File: src/rtl/uart_pkg.sv
// Shared UART definitions: bit timing defaults, frame width and receiver state encoding.
package uart_pkg;

    localparam int CLKS_PER_BIT = 435;
    localparam int DATA_BITS    = 8;
    localparam int SYNC_STAGES  = 2;

    typedef enum logic [2:0] {
        ST_WAIT_HIGH = 3'd0,
        ST_IDLE      = 3'd1,
        ST_START     = 3'd2,
        ST_DATA      = 3'd3,
        ST_STOP      = 3'd4
    } rx_state_t;

    function automatic logic is_busy(input rx_state_t s);
        return s inside {ST_START, ST_DATA, ST_STOP};
    endfunction

endpackage

File: src/rtl/uart_rx_sync.sv
// Two-flop synchroniser bringing the asynchronous serial line into the rx_clk domain.
module uart_rx_sync #(
    parameter logic RESET_VAL = 1'b1
) (
    input  logic rx_clk,
    input  logic nRST,
    input  logic async_in,
    output logic sync_out
);

    logic meta;

    // NOTE: non-blocking assignments so both flops sample their inputs from before the edge.
    always_ff @(posedge rx_clk) begin
        if (!nRST) begin
            meta     <= RESET_VAL;
            sync_out <= RESET_VAL;
        end else begin
            meta     <= async_in;
            sync_out <= meta;
        end
    end

endmodule

File: src/rtl/uart_rx.sv
// 8N1 UART receiver: mid-bit sampling of a synchronised line, one-cycle valid / framing-error strobes.
module uart_rx
    import uart_pkg::*;
#(
    parameter int CLKS_PER_BIT = uart_pkg::CLKS_PER_BIT,
    parameter int HALF_BIT     = CLKS_PER_BIT / 2
) (
    input  logic       rx_clk,
    input  logic       nRST,
    input  logic       rx_input,
    output logic [7:0] rx_data,
    output logic       rx_valid,
    output logic       rx_frame_err,
    output logic       rx_busy
);

    localparam int CNT_W = $clog2(CLKS_PER_BIT);
    localparam int IDX_W = $clog2(DATA_BITS);

    localparam logic [CNT_W-1:0] CNT_HALF_LAST = CNT_W'(HALF_BIT - 1);
    localparam logic [CNT_W-1:0] CNT_BIT_LAST  = CNT_W'(CLKS_PER_BIT - 1);
    localparam logic [CNT_W-1:0] CNT_FLUSHED   = CNT_W'(SYNC_STAGES);
    localparam logic [IDX_W-1:0] IDX_LAST      = IDX_W'(DATA_BITS - 1);

    logic rx_sync;

    uart_rx_sync #(
        .RESET_VAL (1'b1)
    ) u_sync (
        .rx_clk   (rx_clk),
        .nRST     (nRST),
        .async_in (rx_input),
        .sync_out (rx_sync)
    );

    rx_state_t      state, state_nxt;
    logic [CNT_W-1:0] cnt, cnt_nxt;
    logic [IDX_W-1:0] bit_idx, bit_idx_nxt;
    logic [7:0]     shift, shift_nxt;
    logic [7:0]     rx_data_nxt;
    logic           rx_valid_nxt;
    logic           rx_frame_err_nxt;

    // NOTE: every signal gets a default before the case so no path leaves one unassigned (no latches).
    always_comb begin
        state_nxt        = state;
        cnt_nxt          = cnt;
        bit_idx_nxt      = bit_idx;
        shift_nxt        = shift;
        rx_data_nxt      = rx_data;
        rx_valid_nxt     = 1'b0;
        rx_frame_err_nxt = 1'b0;

        unique case (state)
            // The synchroniser's reset value is not a real observation of the line, so
            // rx_sync is only trusted once both stages have been refilled from rx_input.
            ST_WAIT_HIGH: begin
                if (cnt < CNT_FLUSHED) begin
                    cnt_nxt = cnt + CNT_W'(1);
                end else if (rx_sync) begin
                    state_nxt = ST_IDLE;
                    cnt_nxt   = '0;
                end
            end

            ST_IDLE: begin
                cnt_nxt = '0;
                if (!rx_sync) begin
                    state_nxt = ST_START;
                end
            end

            ST_START: begin
                if (cnt == CNT_HALF_LAST) begin
                    cnt_nxt     = '0;
                    bit_idx_nxt = '0;
                    state_nxt   = rx_sync ? ST_IDLE : ST_DATA;
                end else begin
                    cnt_nxt = cnt + CNT_W'(1);
                end
            end

            ST_DATA: begin
                if (cnt == CNT_BIT_LAST) begin
                    cnt_nxt     = '0;
                    shift_nxt   = {rx_sync, shift[7:1]};
                    bit_idx_nxt = bit_idx + IDX_W'(1);
                    if (bit_idx == IDX_LAST) begin
                        state_nxt = ST_STOP;
                    end
                end else begin
                    cnt_nxt = cnt + CNT_W'(1);
                end
            end

            // Leaving at mid-stop lets a start bit directly after the stop bit be caught.
            ST_STOP: begin
                if (cnt == CNT_BIT_LAST) begin
                    cnt_nxt = '0;
                    if (rx_sync) begin
                        rx_data_nxt  = shift;
                        rx_valid_nxt = 1'b1;
                        state_nxt    = ST_IDLE;
                    end else begin
                        rx_frame_err_nxt = 1'b1;
                        state_nxt        = ST_WAIT_HIGH;
                    end
                end else begin
                    cnt_nxt = cnt + CNT_W'(1);
                end
            end

            default: begin
                state_nxt = ST_WAIT_HIGH;
                cnt_nxt   = '0;
            end
        endcase
    end

    always_ff @(posedge rx_clk) begin
        if (!nRST) begin
            state        <= ST_WAIT_HIGH;
            cnt          <= '0;
            bit_idx      <= '0;
            rx_data      <= 8'h00;
            rx_valid     <= 1'b0;
            rx_frame_err <= 1'b0;
        end else begin
            state        <= state_nxt;
            cnt          <= cnt_nxt;
            bit_idx      <= bit_idx_nxt;
            rx_data      <= rx_data_nxt;
            rx_valid     <= rx_valid_nxt;
            rx_frame_err <= rx_frame_err_nxt;
        end
    end

    // NOTE: the shift register is pure datapath, fully overwritten before it is read, so it has no reset.
    always_ff @(posedge rx_clk) begin
        shift <= shift_nxt;
    end

    assign rx_busy = is_busy(state);

endmodule

File: config.mk
export PLATFORM = sky130hd
export DESIGN_NAME = uart_rx
export DESIGN_NICKNAME = d
export VERILOG_FILES = /design/src/rtl/uart_pkg.sv /design/src/rtl/uart_rx_sync.sv /design/src/rtl/uart_rx.sv
export SDC_FILE = /design/constraint.sdc
export NUM_CORES = 1
export LEC_CHECK = 0
export ABC_AREA = 1
export BUFFER_PORTS_ARGS = -buffer_cell sky130_fd_sc_hd__buf_2
export CAP_MARGIN = 20
export CORE_MARGIN = 3
export CORE_UTILIZATION = 52
export DETAILED_ROUTE_END_ITERATION = 8
export PLACE_DENSITY_LB_ADDON = 0.3
export SLEW_MARGIN = 20
export SYNTH_ARGS = -nofsm -noshare
export SYNTH_HDL_FRONTEND = slang
export SYNTH_SLANG_ARGS = --single-unit
File: constraint.sdc
create_clock -name rx_clk -period 1.7 [get_ports rx_clk]
set_input_delay 0.085 -clock rx_clk [delete_from_list [all_inputs] [get_ports rx_clk]]
set_output_delay 0.085 -clock rx_clk [all_outputs]
set_load 0.01 [all_outputs]
# After elaboration in Yosys (flattened, before gate mapping)
# Cells that the tools add are included.
[totals] out_inout_bits=11 register_bits=35 in_bits=3
[op_classes] n_addsub=2 n_eq_ne=15 muxes=20 n_lt_le_gt_ge=1 n_reduce_logical=9
[op_table] op="9-bit 2-to-1 mux" count=4
[op_table] op="3-bit 2-to-1 mux" count=9
[op_table] op="9-bit one-hot mux with 3 select lines" count=1
[op_table] op="3-bit one-hot mux with 5 select lines" count=1
[op_table] op="2-bit != test (second input constant)" count=6
[op_table] op="9-bit by 1-bit adder with 9-bit output (second input constant)" count=1
[op_table] op="9-bit by 8-bit == test with 1-bit output (second input constant)" count=1
[op_table] op="9-bit == test (second input constant)" count=1
[op_table] op="9-bit by 2-bit < comparator with 1-bit output (second input constant)" count=1
[op_table] op="3-bit AND reduction" count=3
[op_table] op="7-bit AND reduction" count=1
[op_table] op="3-bit by 2-bit == test with 1-bit output (second input constant)" count=2
[op_table] op="3-bit == test (second input constant)" count=2
[op_table] op="3-bit one-hot mux with 2 select lines" count=1
[op_table] op="3-bit by 1-bit adder with 3-bit output (second input constant)" count=1
[op_table] op="3-bit by 1-bit == test with 1-bit output (second input constant)" count=1
[op_table] op="3-bit logical NOT" count=1
[op_table] op="1-bit 2-to-1 mux" count=3
[op_table] op="3-bit by 2-bit != test with 1-bit output (second input constant)" count=1
[op_table] op="3-bit nonzero test" count=1
[op_table] op="2-bit 2-to-1 mux" count=1
[op_table] op="2-bit by 1-bit != test with 1-bit output (second input constant)" count=1
[op_table] op="2-bit AND reduction" count=1
[op_table] op="2-bit nonzero test" count=1
[op_table] op="2-bit OR reduction" count=1

# Longest topological paths before layout
[logic_depth] depth_word=4 depth_mapped=12 mapped_depth_nobuf=11

# By module
# A second synthesis with hierarchy kept.
[unflattened] cells_unflattened=225 area_unflattened_um2=1747.9
[by_module_without_submodules] mod="uart_rx" instances=1 cells_per_inst=219 area_per_inst_um2=1692.9
[by_module_without_submodules] mod="uart_rx_sync" instances=1 cells_per_inst=6 area_per_inst_um2=55.1

# Least setup slack after synthesis
# Ideal clock, no wire load.
[synth_path] path_type="register -> register" start="reg cnt[1]" end="reg shift[0], enable pin" required_ns=1.376 arrival_time_ns=1.184 path_slack_ns=0.192 stages_incl_launch_ff=9 cell_sequence="dfxtp_1 > ha_1 > nand2_1 > nor2_1 > nand2_1 > buf_6 > inv_2 > nand2_2 > inv_1"
[synth_via] elab_chain_cells=2
[synth_lines] item="from (decl)" line_no="uart_rx.sv:37" source="logic [CNT_W-1:0] cnt, cnt_nxt;"
[synth_lines] item="from (signal assigned)" line_no="uart_rx.sv:130" source="cnt <= cnt_nxt;"
[synth_lines] item="9-bit == test" line_no="uart_rx.sv:84" source="if (cnt == CNT_BIT_LAST) begin"
[synth_lines] item="2-bit AND reduction (no source line)"
[synth_lines] item="to (signal assigned)" line_no="uart_rx.sv:140" source="shift <= shift_nxt;"
[synth_lines] item="to (decl)" line_no="uart_rx.sv:39" source="logic [7:0] shift, shift_nxt;"
# Every way passes these cells.
# A chain may end at the register's enable or synchronous reset.

# Worst setup path in the final report
[layout_path] start="reg cnt[0]" end="reg shift[6], enable pin"
# The elaborated chain is that of the path after synthesis.

==> impl_metrics.env <==
export IMPL_hp_class="in2reg"
export IMPL_fmax_mhz=644
export IMPL_hold_viol=0
export IMPL_grtUsageTotal=0.183
export IMPL_ys_seq_area_frac=0.480
export IMPL_path_delay_family="buffers and inverters"
export IMPL_fin_crit_ns=1.55
export IMPL_synth_nets=222
export IMPL_relSlewSlack=0.678
export IMPL_synth_most_common_cell="nand2_1"
export IMPL_drc=0
export IMPL_overflow=0
export IMPL_synth_ff_latch_count=35
export IMPL_synth_xor_area_frac=0.0108
export IMPL_synth_edf_count=8
export IMPL_synth_top_family_by_area="simple AND/OR/NAND/NOR gates"
export IMPL_yosysWarnings=0
export IMPL_antenna_found_initial=0
export IMPL_synth_area_mux_share=0
export IMPL_die_h_um=61.9
export IMPL_totalWireLength_um=3120
export IMPL_clk_latency_ns=0.33
export IMPL_synth_cell_types=25
export IMPL_synth_cells=214
export IMPL_cts_root_buffer="clkbuf_4"
export IMPL_clockBufferDepth=2
export IMPL_grt_pass1_wl_um=5110
export IMPL_portBuffers=13
export IMPL_numCtsBuffers=5
export IMPL_finalSetupViolations=0
export IMPL_drtIter0Drc=52
export IMPL_min_period_over_period=0.913
export IMPL_slowest_delay_ns=0.36
export IMPL_rows=19
export IMPL_power_w=0.00213
export IMPL_cap_violations=0
export IMPL_cts_setup_buffers=0
export IMPL_syn_area_um2=1630
export IMPL_fin_ws_ns=0.147
export IMPL_synthToLayoutAreaGrowth_pct=12.5
export IMPL_ys_async_sr_fraction=0
export IMPL_synth_common_cells="50 x nand2_1, 39 x nor2_1, 27 x dfxtp_1"
export IMPL_synthSimpleGateAreaFrac=0.322
export IMPL_tightest_slew_ns=0.481
export IMPL_initial_core_util=0.565
export IMPL_worst_path_buf_inv=3
export IMPL_leakage_nw=0.862
export IMPL_startpoint_type="flop"
export IMPL_clk_pin_slew_ns=0.10
export IMPL_ant_nets=0
export IMPL_synth_compound_area_frac=0.0808
export IMPL_powerDensity_nw_per_um2=1160
export IMPL_critPathMaxFanout=8
export IMPL_htree_levels=2
export IMPL_grt_start_max_net_pins=17
export IMPL_place_gp_congestion=0.927
export IMPL_synth_top_area_cell="dfxtp_1"
export IMPL_synthFlopType="dfxtp_1"
export IMPL_routedWlPerCell_um=11.3
export IMPL_end_kind="flop"
export IMPL_vias=1386
export IMPL_die_width_um=61.9
export IMPL_required_ns=1.71
export IMPL_place_hpwl_um=2270
export IMPL_post_synth_cell_area_avg_um2=7.60
export IMPL_fin_tns_setup_ns=0
export IMPL_vdd_drop_max_mv=0.737
export IMPL_core_area_um2=2880
export IMPL_synth_area_leaders="dfxtp_1 33%, edfxtp_1 15%, nand2_1 12%"
export IMPL_r2r_setup_slack_ns=0.15
export IMPL_worstPathCellList="inv_1 > ha_1 > nand2_1 > nor2_1 > nand2_1 > inv_2 > nand2_2 > inv_1"
export IMPL_vias_per_cell=5.02
export IMPL_dieArea_um2=3840
export IMPL_rsz0062_at_grt="no"
export IMPL_clock_sinks=35
export IMPL_skew_ns=0.0106
export IMPL_ioPinCount=14
export IMPL_maxSlewViolCount=0
export IMPL_dp_slack_ns=0.131
export IMPL_grt_pass1_vias=1182
export IMPL_synth_top_area_frac=0.332
export IMPL_antenna_cells=0
export IMPL_drive_gt1_frac=0.158
export IMPL_cp_slowest_cell="dfxtp_1"
export IMPL_cts_tree="yes"
export IMPL_status="finished, final reports clean"
export IMPL_cp_arrival_ns=1.57
export IMPL_synthAdderAreaFrac=0.0385
export IMPL_path_class="reg2reg"
export IMPL_fin_nets=241
export IMPL_firstDrtPassIters=4
==> logic make-up after synthesis <==
group                    after synthesis
XOR/XNOR                               2
AO/OA/AOI/OAI                         25
buffers and inverters                 27
adder cells (fa/ha/maj)                5
AND/OR/NAND/NOR                      120
flip-flops                            35
==> placed cells by master, fill, tap and decap left out, drive strengths merged <==
cell type and n:
a21oi 6, a22o 1, buf 15, bufinv 1, clkbuf 5, clkinv 2, dfxtp 27, dlygate4sd3 1
edfxtp 8, ha 5, inv 23, nand2 52, nand3 10, nand4 3, nor2 43, nor3 10
o21ai 17, o21bai 1, or2 2, xor2 2
==> final timing paths <==
path         cells after the start         from               to
max                              8       cnt[0]         shift[6]
min                              3         nRST         state[0]
max reg2reg                      8       cnt[0]         shift[6]
min reg2reg                      1  u_sync.meta  u_sync.sync_out
==> what timing repair did <==
item / CTS / global route
resized for setup: 0 / 2
hold endpoints to repair: 1 / 0
setup endpoints to repair: 0 / 4
hold buffers: 1 / 0
==> routing by layer <==
layer	part of all wire	up-vias	track usage	routed length, µm
met5	0	-	0	0
li1	-	723	-	-
met3	0.046	6	0.0785	144
met2	0.46	29	0.271	1440
met1	0.48	628	0.242	1500
met4	0.013	0	0.0606	40
==> worst reg2reg max path, cell delays in order (launching register included) <==
cell and delay, ns:
dfxtp_1 0.36, inv_1 0.10, ha_1 0.15, nand2_1 0.05, nor2_1 0.11, nand2_1 0.11
inv_2 0.08, nand2_2 0.05, inv_1 0.24
==> sequential cells by signal, indices dropped and copies added (netlist names) <==
| name | flops |
|---|---|
| u_sync.sync_out | 1 |
| cnt | 9 |
| state | 3 |
| shift | 8 |
| u_sync.meta | 1 |
| rx_frame_err | 1 |
| rx_valid | 1 |
| rx_data | 8 |
| bit_idx | 3 |
==> layout make-up <==
class / instances / area (µm²)
timing repair buffer: 16 / 90.1
tap: 42 / 52.6
sequential: 35 / 782
fill: 266 / 1050
clock inverter: 3 / 38.8
inverter: 23 / 86.3
multi-input combinational: 152 / 743
clock buffer: 5 / 37.5
==> metrics by stage <==
| step | instances | instance area [µm²] | hold slack (ns) | util |
|---|---|---|---|---|
| detailed placement | 267 | 1740 | 0.273 | 0.603 |
| global placement | 267 | 1740 | 0.271 | 0.603 |
| global route | 276 | 1830 | 0.0988 | 0.636 |
| floorplan | 214 | 1630 | 0.192 | - |
| CTS | 276 | 1820 | 0.106 | 0.633 |
| finish | 276 | 1830 | 0.113 | 0.636 |
==> power by group <==
group / total [W] / internal [W] / switching, W
sequential: 0.000967 / 0.000899 / 0.0000687
clock: 0.000573 / 0.000302 / 0.000270
combinational: 0.000589 / 0.000207 / 0.000382
Note: power is estimated with default switching activity, not from simulation.
